==> src/rtl/det_sched_pkg.sv <==
// det_sched_pkg: shared types and elaboration-time helpers for det_scheduler.
//   state_e        frame sequencer states
//   scaled_dim()   image dimension after downscaling to scale s (4/(4+s))
//   num_windows()  window positions along one axis at scale s
//   w_scale_f()    scale index width, never below 1 bit
//   w_dim_f()      coordinate width for an image dimension
package det_sched_pkg;

  typedef enum logic [1:0] {
    IDLE  = 2'd0,
    CFG   = 2'd1,
    RUN   = 2'd2,
    DRAIN = 2'd3
  } state_e;

  function automatic int scaled_dim(input int d, input int s);
    return (d * 4) / (4 + s);
  endfunction

  function automatic int num_windows(input int d, input int f, input int s);
    return scaled_dim(d, s) - f + 1;
  endfunction

  function automatic int w_scale_f(input int n);
    return (n <= 1) ? 1 : $clog2(n);
  endfunction

  function automatic int w_dim_f(input int d);
    return $clog2(d);
  endfunction

endpackage

==> src/rtl/win_pos_counter.sv <==
// win_pos_counter: raster (x, y) window position counter with per-scale limits.
//   clk, rst     clock, async active-high reset
//   clr          return to (0,0); wins over adv
//   adv          step to the next window in raster order
//   nx_last      last x index for the current scale (NX_s-1)
//   ny_last      last y index for the current scale (NY_s-1)
//   x, y         current window position
//   last_window  current position is the final window of the scale
module win_pos_counter #(
  parameter int W_X = 6,
  parameter int W_Y = 6
) (
  input  logic           clk,
  input  logic           rst,
  input  logic           clr,
  input  logic           adv,
  input  logic [W_X-1:0] nx_last,
  input  logic [W_Y-1:0] ny_last,
  output logic [W_X-1:0] x,
  output logic [W_Y-1:0] y,
  output logic           last_window
);

  logic [W_X-1:0] x_q, x_d;
  logic [W_Y-1:0] y_q, y_d;
  logic           x_end;

  assign x_end       = (x_q == nx_last);
  assign last_window = x_end && (y_q == ny_last);

  always_comb begin
    x_d = x_q;
    y_d = y_q;
    if (clr) begin
      x_d = '0;
      y_d = '0;
    end else if (adv) begin
      if (x_end) begin
        x_d = '0;
        // wrapping past the final row leaves the counter ready for the next scale
        y_d = last_window ? '0 : y_q + W_Y'(1);
      end else begin
        x_d = x_q + W_X'(1);
      end
    end
  end

  always_ff @(posedge clk or posedge rst) begin
    if (rst) begin
      x_q <= '0;
      y_q <= '0;
    end else begin
      x_q <= x_d;
      y_q <= y_d;
    end
  end

  assign x = x_q;
  assign y = y_q;

endmodule

==> src/rtl/det_scheduler.sv <==
// det_scheduler: frame-level sequencer for the detection pipeline.
// Issues one scale token per scale, walks the classifier result stream in
// raster order per scale and emits (x, y, scale) for every positive window.
//   start_valid/start_ready     frame start handshake (ready only in IDLE)
//   scale_valid/ready/data      scale configuration token to the fetcher
//   result_valid/ready/data     per-window classifier result (1 = positive)
//   det_valid/ready/x/y/scale   detection record, single-entry output register
//   busy                        frame in progress
//   done                        one-cycle pulse once the frame has drained
// Optional build macro DET_SCHED_COUNT_EN adds det_count[15:0], a saturating
// count of positive windows in the current frame, cleared on start.
module det_scheduler
  import det_sched_pkg::*;
#(
  parameter int  IMG_WIDTH      = 45,
  parameter int  IMG_HEIGHT     = 45,
  parameter int  FEATURE_WIDTH  = 25,
  parameter int  FEATURE_HEIGHT = 25,
  parameter int  SCALE_NUM      = 1,
  localparam int W_SCALE        = w_scale_f(SCALE_NUM),
  localparam int W_X            = w_dim_f(IMG_WIDTH),
  localparam int W_Y            = w_dim_f(IMG_HEIGHT)
) (
  input  logic               clk,
  input  logic               rst,
  input  logic               start_valid,
  output logic               start_ready,
  output logic               scale_valid,
  input  logic               scale_ready,
  output logic [W_SCALE-1:0] scale_data,
  input  logic               result_valid,
  output logic               result_ready,
  input  logic               result_data,
  output logic               det_valid,
  input  logic               det_ready,
  output logic [W_X-1:0]     det_x,
  output logic [W_Y-1:0]     det_y,
  output logic [W_SCALE-1:0] det_scale,
  output logic               busy,
  output logic               done
`ifdef DET_SCHED_COUNT_EN
  ,
  output logic [15:0]        det_count
`endif
);

  localparam logic [W_SCALE-1:0] S_LAST = W_SCALE'(SCALE_NUM - 1);

  // per-scale window limits, constant tables indexed by the scale counter
  logic [SCALE_NUM-1:0][W_X-1:0] nx_tab;
  logic [SCALE_NUM-1:0][W_Y-1:0] ny_tab;

  for (genvar g = 0; g < SCALE_NUM; g++) begin : g_scale
    if (scaled_dim(IMG_WIDTH, g) < FEATURE_WIDTH ||
        scaled_dim(IMG_HEIGHT, g) < FEATURE_HEIGHT) begin : g_bad
      $fatal(1, "det_scheduler: scale %0d smaller than the feature window", g);
    end
    assign nx_tab[g] = W_X'(num_windows(IMG_WIDTH, FEATURE_WIDTH, g) - 1);
    assign ny_tab[g] = W_Y'(num_windows(IMG_HEIGHT, FEATURE_HEIGHT, g) - 1);
  end

  state_e             state_q, state_d;
  logic [W_SCALE-1:0] s_q, s_d;
  logic               start_ready_q, start_ready_d;
  logic               scale_valid_q, scale_valid_d;
  logic               busy_q, busy_d;
  logic               done_q, done_d;
  logic               det_valid_q, det_valid_d;
  logic [W_X-1:0]     det_x_q, det_x_d;
  logic [W_Y-1:0]     det_y_q, det_y_d;
  logic [W_SCALE-1:0] det_scale_q, det_scale_d;

  logic               start_hs, res_hs;
  logic               pos_clr, pos_adv, last_window;
  logic [W_X-1:0]     pos_x;
  logic [W_Y-1:0]     pos_y;

  assign start_hs     = start_valid && start_ready_q;
  // a result is taken only if the output register is free or draining this cycle
  assign result_ready = (state_q == RUN) && (!det_valid_q || det_ready);
  assign res_hs       = result_valid && result_ready;

  win_pos_counter #(
    .W_X (W_X),
    .W_Y (W_Y)
  ) u_pos (
    .clk         (clk),
    .rst         (rst),
    .clr         (pos_clr),
    .adv         (pos_adv),
    .nx_last     (nx_tab[s_q]),
    .ny_last     (ny_tab[s_q]),
    .x           (pos_x),
    .y           (pos_y),
    .last_window (last_window)
  );

  always_comb begin
    state_d     = state_q;
    s_d         = s_q;
    busy_d      = busy_q;
    done_d      = 1'b0;
    det_valid_d = det_valid_q;
    det_x_d     = det_x_q;
    det_y_d     = det_y_q;
    det_scale_d = det_scale_q;
    pos_clr     = 1'b0;
    pos_adv     = 1'b0;

    if (det_ready) det_valid_d = 1'b0;

    case (state_q)
      IDLE: begin
        if (start_hs) begin
          s_d     = '0;
          busy_d  = 1'b1;
          pos_clr = 1'b1;
          state_d = CFG;
        end
      end
      CFG: begin
        if (scale_valid_q && scale_ready) state_d = RUN;
      end
      RUN: begin
        if (res_hs) begin
          pos_adv = 1'b1;
          if (result_data) begin
            // a new positive overrides a same-cycle drain of the register
            det_valid_d = 1'b1;
            det_x_d     = pos_x;
            det_y_d     = pos_y;
            det_scale_d = s_q;
          end
          if (last_window) begin
            if (s_q != S_LAST) begin
              s_d     = s_q + W_SCALE'(1);
              pos_clr = 1'b1;
              state_d = CFG;
            end else begin
              state_d = DRAIN;
            end
          end
        end
      end
      DRAIN: begin
        if (!det_valid_q || det_ready) begin
          done_d  = 1'b1;
          busy_d  = 1'b0;
          state_d = IDLE;
        end
      end
      default: state_d = IDLE;
    endcase

    start_ready_d = (state_d == IDLE);
    scale_valid_d = (state_d == CFG);
  end

  always_ff @(posedge clk or posedge rst) begin
    if (rst) begin
      state_q       <= IDLE;
      s_q           <= '0;
      start_ready_q <= 1'b1;
      scale_valid_q <= 1'b0;
      busy_q        <= 1'b0;
      done_q        <= 1'b0;
      det_valid_q   <= 1'b0;
      det_x_q       <= '0;
      det_y_q       <= '0;
      det_scale_q   <= '0;
    end else begin
      state_q       <= state_d;
      s_q           <= s_d;
      start_ready_q <= start_ready_d;
      scale_valid_q <= scale_valid_d;
      busy_q        <= busy_d;
      done_q        <= done_d;
      det_valid_q   <= det_valid_d;
      det_x_q       <= det_x_d;
      det_y_q       <= det_y_d;
      det_scale_q   <= det_scale_d;
    end
  end

  assign start_ready = start_ready_q;
  assign scale_valid = scale_valid_q;
  assign scale_data  = s_q;
  assign det_valid   = det_valid_q;
  assign det_x       = det_x_q;
  assign det_y       = det_y_q;
  assign det_scale   = det_scale_q;
  assign busy        = busy_q;
  assign done        = done_q;

`ifdef DET_SCHED_COUNT_EN
  logic [15:0] det_count_q, det_count_d;

  always_comb begin
    det_count_d = det_count_q;
    if (start_hs)
      det_count_d = '0;
    else if (res_hs && result_data && det_count_q != 16'hFFFF)
      det_count_d = det_count_q + 16'd1;
  end

  always_ff @(posedge clk or posedge rst) begin
    if (rst) det_count_q <= '0;
    else     det_count_q <= det_count_d;
  end

  assign det_count = det_count_q;
`endif

endmodule

==> config.mk <==
export PLATFORM = sky130hd
export DESIGN_NAME = det_scheduler
export DESIGN_NICKNAME = d
export VERILOG_FILES = /design/src/rtl/det_sched_pkg.sv /design/src/rtl/win_pos_counter.sv /design/src/rtl/det_scheduler.sv
export SDC_FILE = /design/constraint.sdc
export NUM_CORES = 1
export LEC_CHECK = 0
export BUFFER_PORTS_ARGS = -buffer_cell sky130_fd_sc_hd__buf_2
export CAP_MARGIN = 20
export CORE_MARGIN = 2
export CORE_UTILIZATION = 25
export CTS_CLUSTER_DIAMETER = 80
export DETAILED_ROUTE_END_ITERATION = 6
export GPL_TIMING_DRIVEN = 0
export PLACE_DENSITY = 0.42
export SLEW_MARGIN = 40
export SYNTH_ARGS = -nofsm -noshare
export SYNTH_HDL_FRONTEND = slang
export SYNTH_SLANG_ARGS = --single-unit
==> constraint.sdc <==
create_clock -name clk -period 2.2 [get_ports clk]
set_input_delay 0.44 -clock clk [delete_from_list [all_inputs] [get_ports clk]]
set_output_delay 0.44 -clock clk [all_outputs]
set_load 0.03 [all_outputs]
==> results by group, run 1 <==
Global routing
  – Layer with the highest usage: met2
  – GRT Overall Usage: 0.110
  – Met2 Usage GRT: 0.176
  – Met3 GRT Util: 0.0325
  – GRT met1 Usage: 0.131
  – Vias in the first global route: 1107
  – Largest net degree at the start of global routing: 32
  – Antenna violations before repair: 0
  – First-pass GRT wire length: 5490 um
  – Remaining global-route overflow: 0

Clock tree
  – Root Driver: clkbuf_8
  – Setup Buffers After CTS: 0
  – Worst-path clk slew: 0.06 ns
  – TritonCTS Buffers: 5
  – Hold-fix buffers, CTS: 0
  – Clock tree buffer depth: 2
  – CTS tree: yes
  – Clock sink count: 31
  – Worst-Skew Late Latency: 0.28 ns
  – Post_cts resized: 0
  – CTS H-tree lvls: 2

Routing
  – Routed WL: 3240 um
  – Wirelength per Cell: 13.3 um
  – DRT iter0 DRCs: 42
  – Post-route ant nets: 0
  – 1st-pass router iterations: 4
  – DR DRC count: 0
  – Drt via density: 4.74
  – Total number of vias: 1153

Yosys
  – Synth cell types: 43
  – Post-synth EDFFs: 0
  – Async SR Flop Fraction: 1.00
  – Sequential fraction of the synthesis area: 0.501
  – Synth Flop Type: dfrtp_1
  – Compound-Gate Fraction of Synth Area: 0.105
  – Simple-gate share of the synthesized area: 0.189
  – Syn avg cell area: 11.5 um^2
  – Ranking of synthesized cells by area: dfrtp_1 48%, mux2_4 8.7%, ha_1 3.2%
  – Area leader, netlist: dfrtp_1
  – Adder-cell share of the synthesized area: 0.0323
  – FF+latch count, synth: 31
  – Xor/xnor cell area share of the yosys netlist: 0
  – Main combinational cell family by area after synthesis: simple AND/OR/NAND/NOR gates
  – Synth Warn #: 0
  – Synth Instances: 135
  – Synth top area share: 0.484
  – Area of the mapped netlist: 1550 um^2
  – Multiplexer share of the synthesized area: 0.122

STA
  – Setup violations, final: 0
  – Fin worst setup slack: 0.314 ns
  – Slew Viols, Final: 0
  – Fin Setup TNS: 0 ns
  – Fmax: 0.530 GHz
  – Slew HR: 0.551
  – Fin. Hold Viols: 0
  – Tcrit/Tclk final: 0.857
  – Setup Skew: 0.00314 ns
  – Minimum clock period: 1.89 ns
  – Worst-margin pin slew: 0.673 ns
  – RSZ-0062 raised after global routing: false

Worst setup path
  – Critical path class: reg -> reg
  – Reg2reg setup slack: 0.31 ns
  – Worst-path fanout max: 10
  – Crit path to: u_pos.y[3]
  – R2r endpoint: u_pos.y[3]
  – Crit end category: flip-flop
  – Worst setup path startpoint: u_pos.x[0]
  – Path depth of the worst reg2reg path: 7
  – Crit path launch type: flip-flop
  – CP required: 2.41 ns
  – RR Startpoint: u_pos.x[0]
  – Crit path DAT: 2.09 ns

Placed design
  – Port Buffers: 24
  – GP Congestion: 0.799
  – Cell count after placement: 235
  – Pre-CTS setup slack: 0.294 ns
  – HPWL Detailed: 2290 um

Power
  – Leakage power: 0.976 nW
  – Pwr Density: 930 nW/um^2
  – Maximum vdd drop: 0.313 mV

Outcome
  – Status: finished, final reports clean

Hold path
  – Hold WC Path Type: in -> async

Floorplanning
  – Core Region: 5960 um^2
  – Initial Util: 0.261
  – Chip height: 82.8 um
  – Ports: 27
  – Rows: 28
  – Die W: 82.8 um
  – Die ar.: 6850 um^2

Final layout
  – Layout area overhead: 20.5%
  – N_diodes: 0
  – Finished Layout Cells: 243
  – Nets: 178
  – Layout cells sized above 1: 0.315

Job
  – Max cap viols: 0
==> cells in the mapped netlist (all sizes together) (2+ instances only) <==
cell and instances:
a32o 2, nand2b 2, o21ai 6, and3 6
inv 6, nand4 3, mux2 12, nor3 2
nand3 7, o211ai 2, a31oi 2, buf 6
a21oi 7, mux2i 2, nor2b 2, nor2 5
or4 2, ha 4, dfrtp 30, nand2 10
and2 2
==> per-stage QoR <==
step | cell area (um^2) | total power [W] | hold slack (ns) | util
after floorplan | 1560 | 0.00112 | 0.519 | -
after global placement | 1770 | 0.00127 | 0.477 | 0.297
after detailed placement | 1770 | 0.00127 | 0.481 | 0.297
after CTS | 1870 | 0.00178 | 0.277 | 0.314
after global routing | 1870 | 0.00187 | 0.294 | 0.314
final | 1870 | 0.00174 | 0.256 | 0.314
==> kinds of logic after synthesis <==
logic type | Yosys count
simple gates | 48
flops | 31
compound gates | 24
mux | 14
buf+inv | 13
fa+ha+maj | 4
other cells | 1
==> power by group <==
| part | internal (W) | total [W] | switching, W |
|---|---|---|---|
| Combinational | 0.000179 | 0.000521 | 0.000342 |
| Sequential | 0.000663 | 0.000730 | 0.0000675 |
| Clock | 0.000285 | 0.000488 | 0.000202 |
| Total | 0.00113 | 0.00174 | 0.000612 |
==> layout by cell type, fill, tap and decap left out, types with 2 or more instances in the layout <==
cell and n:
mux2i_1 2, a31oi_1 2, clkbuf_1 2, o21ai_0 4, buf_4 3, nand3_1 6
nand2_1 9, conb_1 2, nor3_1 2, a21oi_1 7, mux2_4 9, nand4_1 3
nor2_1 5, buf_2 25, and3_1 6, mux2_1 3, ha_1 4, and2_1 2
or4_1 2, buf_6 2, inv_1 5, o211ai_1 2, clkbuf_8 7, o21ai_1 2
nand2b_1 2, dfrtp_1 30, a32o_1 2
==> final cells by class <==
type / instances / area (um^2)
fillers: 629 / 4090
well taps: 75 / 93.8
clock buffers: 8 / 100
plain buffers: 7 / 53.8
multi-input cells: 92 / 702
inverters: 6 / 22.5
repair buffers: 24 / 120
flip-flops and latches: 31 / 777
==> state kept, by name (all words and copies together), names as in the netlist <==
register     cells
det_valid        1
u_pos.y          6
state_q          2
det_x            6
busy             1
u_pos.x          6
done             1
start_ready      1
det_y            6
scale_valid      1
==> how the worst min path moves through the flow <==
stage          slack [ns]        to  cells after the start  startpoint
2_1_floorplan        0.52  det_y[5]                      1  u_pos.y[5]
6_report             0.26  det_y[5]                      2         rst
4_1_cts              0.28  det_y[4]                      2         rst
5_1_grt              0.29  det_y[4]                      2         rst
3_3_place_gp         0.48  det_x[3]                      1    det_x[3]
3_5_place_dp         0.48  det_x[3]                      1    det_x[3]
==> per-layer routing <==
layer,vias to the layer above,routed length (um)
li1,552,-
met1,572,1430
met2,24,1610
met3,5,117
met4,0,86
met5,-,0
==> critical path, cell delays in order (launching register included) <==
cell      delay [ns]
dfrtp_1         0.43
inv_1           0.10
ha_1            0.14
nor2b_2         0.19
nand4b_2        0.15
buf_6           0.17
or4_1           0.49
a21oi_1         0.15
Power figures use the tool's default switching activity.
==> run 2: changes to the inputs <==
--- a/config.mk
+++ b/config.mk
@@ -5,7 +5,7 @@
 export SDC_FILE = /design/constraint.sdc
 export NUM_CORES = 1
 export LEC_CHECK = 0
-export BUFFER_PORTS_ARGS = -buffer_cell sky130_fd_sc_hd__buf_2
+export BUFFER_PORTS_ARGS = -buffer_cell sky130_fd_sc_hd__buf_4
 export CAP_MARGIN = 20
 export CORE_MARGIN = 2
 export CORE_UTILIZATION = 25
@@ -16,4 +16,5 @@
 export SLEW_MARGIN = 40
 export SYNTH_ARGS = -nofsm -noshare
 export SYNTH_HDL_FRONTEND = slang
+export SYNTH_HIERARCHICAL = 1
 export SYNTH_SLANG_ARGS = --single-unit
==> run 2 against run 1 <==
- core utilization up 1.6 points
- cell count up 13%
- combinational power up 69%
- sequential share of layout area down 5.1 points
- worst setup slack better by 0.066 ns
- critical path type unchanged
- largest cell class is now multi-input combinational cells
- largest power group unchanged
==> results by group, run 2 <==
Yosys
  – Synth Instances: 153 (was 135)
  – Area of the mapped netlist: 1690 um^2 (was 1550 um^2)
  – Synth Warn #: 6 (was 0)
  – Ranking of synthesized cells by area: dfrtp_1 44%, mux2_2 8.7%, xor2_1 4.1% (was dfrtp_1 48%, mux2_4 8.7%, ha_1 3.2%)
  – FF+latch count, synth: 31 (unchanged)
  – Syn avg cell area: 11.1 um^2 (was 11.5 um^2)
  – Synth top area share: 0.444 (was 0.484)
  – Most instantiated library cell after synthesis: dfrtp_1 (unchanged)
  – Post-synth EDFFs: 0 (unchanged)
  – Area leader, netlist: dfrtp_1 (unchanged)
  – Sequential fraction of the synthesis area: 0.459 (was 0.501)
  – Async SR Flop Fraction: 1.00 (unchanged)
  – Synth Flop Type: dfrtp_1 (unchanged)
  – Synth cell types: 47 (was 43)
  – Top cells by instance count after synthesis: 30 x dfrtp_1, 13 x mux2_2, 10 x nand3_1, 8 x xor2_1, 7 x nor2_1 (was 30 x dfrtp_1, 9 x mux2_4, 9 x nand2_1, 7 x a21oi_1)

Worst setup path
  – CP Depth: 5 (was 7)
  – R2r endpoint: u_pos/x[5] (was u_pos.y[3])
  – CP required: 2.35 ns (was 2.41 ns)
  – Crit path DAT: 1.97 ns (was 2.09 ns)
  – Reg2reg setup slack: 0.38 ns (was 0.31 ns)
  – Worst-path fanout max: 9 (was 10)
  – Path depth of the worst reg2reg path: 5 (was 7)
  – Critical path class: reg -> reg (unchanged)
  – CP bufs+invs: 0 (was 2)
  – Delay of the slowest critical-path stage: 0.48 ns (was 0.49 ns)
  – Crit end category: flip-flop (unchanged)
  – RR Startpoint: u_pos/x[3] (was u_pos.x[0])
  – Crit path launch type: flip-flop (unchanged)
  – Crit path cell chain: xor2_1 -> nor4_2 -> nand3_1 -> a31oi_1 -> a21oi_1 (was inv_1 -> ha_1 -> nor2b_2 -> nand4b_2 -> buf_6 -> or4_1 -> a21oi_1)
  – Worst-path cell with the longest stage delay: dfrtp_1 (was or4_1)
  – CP delay by family, top: simple AND/OR/NAND/NOR gates (unchanged)

Clock tree
  – Root Driver: clkbuf_8 (unchanged)
  – Hold-fix buffers, CTS: 0 (unchanged)
  – Post_cts resized: 0 (unchanged)
  – Setup Buffers After CTS: 0 (unchanged)
  – Clock sink count: 31 (unchanged)
  – Worst-path clk slew: 0.07 ns (was 0.06 ns)
  – CTS tree: yes (unchanged)
  – Clock tree buffer depth: 2 (unchanged)
  – Worst-Skew Late Latency: 0.29 ns (was 0.28 ns)
  – TritonCTS Buffers: 5 (unchanged)
  – CTS H-tree lvls: 2 (unchanged)

Floorplanning
  – Rows: 29 (was 28)
  – Chip height: 86.3 um (was 82.8 um)
  – Core Region: 6460 um^2 (was 5960 um^2)
  – Ports: 27 (unchanged)
  – Initial Util: 0.262 (was 0.261)
  – Die ar.: 7440 um^2 (was 6850 um^2)
  – Die W: 86.3 um (was 82.8 um)

Power
  – Gate power share: 0.371 (was 0.300)
  – Maximum vdd drop: 0.394 mV (was 0.313 mV)
  – Switching share of power: 0.373 (was 0.352)
  – Power Total: 0.00238 W (was 0.00174 W)
  – Pwr Density: 1120 nW/um^2 (was 930 nW/um^2)
  – Internal power: 0.00149 W (was 0.00113 W)
  – Net Sw Power: 0.000886 W (was 0.000612 W)
  – Clock network fraction of design power: 0.249 (was 0.280)
  – Flop pwr share: 0.381 (was 0.420)
  – Leakage power: 0.977 nW (was 0.976 nW)

Final layout
  – Finished Layout Cells: 274 (was 243)
  – Leading cell type in the layout, fill and taps excluded: dfrtp_1 (unchanged)
  – Layout cells sized above 1: 0.315 (about the same)
  – N_diodes: 0 (unchanged)
  – Final instance area: 2130 um^2 (was 1870 um^2)
  – Layout area overhead: 26.0% (was 20.5%)
  – Commonest non-fill, non-tap cells in the layout: 30 x dfrtp_1, 26 x buf_4, 14 x conb_1 (was 30 x dfrtp_1, 25 x buf_2, 9 x nand2_1, 9 x mux2_4)
  – Nets: 205 (was 178)

STA
  – RSZ-0062 raised after global routing: false (unchanged)
  – Fin. Hold Viols: 0 (unchanged)
  – Fin Setup TNS: 0 ns (unchanged)
  – Minimum clock period: 1.82 ns (was 1.89 ns)
  – Slew HR: 0.660 (was 0.551)
  – Slew Viols, Final: 0 (unchanged)
  – Tcrit/Tclk final: 0.827 (was 0.857)
  – Worst-margin pin slew: 0.509 ns (was 0.673 ns)
  – Fmax: 0.550 GHz (was 0.530 GHz)
  – Setup violations, final: 0 (unchanged)
  – Setup Skew: 0.00650 ns (was 0.00314 ns)

Placed design
  – DP Area: 2010 um^2 (was 1770 um^2)
  – GP Congestion: 0.778 (was 0.799)
  – Cell count after placement: 266 (was 235)
  – Port Buffers: 24 (unchanged)
  – HPWL Detailed: 2820 um (was 2290 um)

Global routing
  – Vias in the first global route: 1252 (was 1107)
  – GRT Overall Usage: 0.113 (was 0.110)
  – Remaining global-route overflow: 0 (unchanged)
  – Largest net degree at the start of global routing: 20 (was 32)
  – First-pass GRT wire length: 6440 um (was 5490 um)
  – Antenna violations before repair: 0 (unchanged)

Outcome
  – Status: finished, final reports clean (unchanged)

Routing
  – Total number of vias: 1258 (was 1153)
  – Post-route ant nets: 0 (unchanged)
  – Routed WL: 3830 um (was 3240 um)
  – Wirelength per Cell: 14.0 um (was 13.3 um)
  – 1st-pass router iterations: 4 (unchanged)
  – Drt via density: 4.59 (was 4.74)
  – DR DRC count: 0 (unchanged)
  – DRT iter0 DRCs: 27 (was 42)

Hold path
  – Hold WC Path Type: in -> async (unchanged)

Job
  – Max cap viols: 0 (unchanged)
run 2: through the flow:
step / hold WS [ns] / utilization / worst slack (ns)
floorplan: 0.305 / - / 0.356
global placement: 0.492 / 0.312 / 0.359
detailed placement: 0.501 / 0.312 / 0.329
CTS: 0.208 / 0.330 / 0.351
global route: 0.202 / 0.330 / 0.137
finish: 0.171 / 0.330 / 0.381
run 2: cell type report:
type,count,area [um^2]
Inverter,6,22.5
Tap cell,77,96.3
Timing Repair Buffer,24,180
Sequential cell,31,777
Buffer,7,48.8
Multi-Input combinational cell,121,888
Fill cell,655,4330
Clock inverter,2,35.0
Clock buffer,6,82.6
run 2: how the worst max path moves through the flow:
stage	startpoint	to	slack [ns]
detailed placement	det_ready	u_pos/x[4]	0.33
global placement	det_ready	u_pos/x[4]	0.36
CTS	state_q[0]	u_pos/y[3]	0.35
global route	state_q[0]	u_pos/y[5]	0.14
floorplan	det_valid	result_ready	0.36
finish	u_pos/x[3]	u_pos/x[5]	0.38
run 2: kinds of logic (layout without fill, tap and decap cells):
logic type / Yosys count / count (layout) / share of synthesized area
other: 2 / 14 / 0.00444
and+or+nand+nor: 61 / 61 / 0.242
buffers and inverters: 13 / 45 / 0.0422
xor gates and xnor gates: 12 / 12 / 0.0621
adders and majority gates: 2 / 2 / 0.0148
DFF: 31 / 31 / 0.459
muxes: 14 / 14 / 0.0925
AOI/OAI and AO/OA: 18 / 18 / 0.0828
run 2: layer usage:
metal	vias up	share of wire	GRT usage
li1	616	-	-
met1	616	0.47	0.145
met2	24	0.49	0.181
met3	2	0.034	0.0400
met4	0	0.0037	0.0298
met5	-	0	0
run 2: power groups by stage:
stage	clock network (W)	registers (W)	logic, W
2_1_floorplan	0	0.00105	0.000452
4_1_cts	0.000607	0.000909	0.000890
3_3_place_gp	0	0.000912	0.000876
5_1_grt	0.000642	0.000939	0.000959
6_report	0.000591	0.000905	0.000881
3_5_place_dp	0	0.000918	0.000886
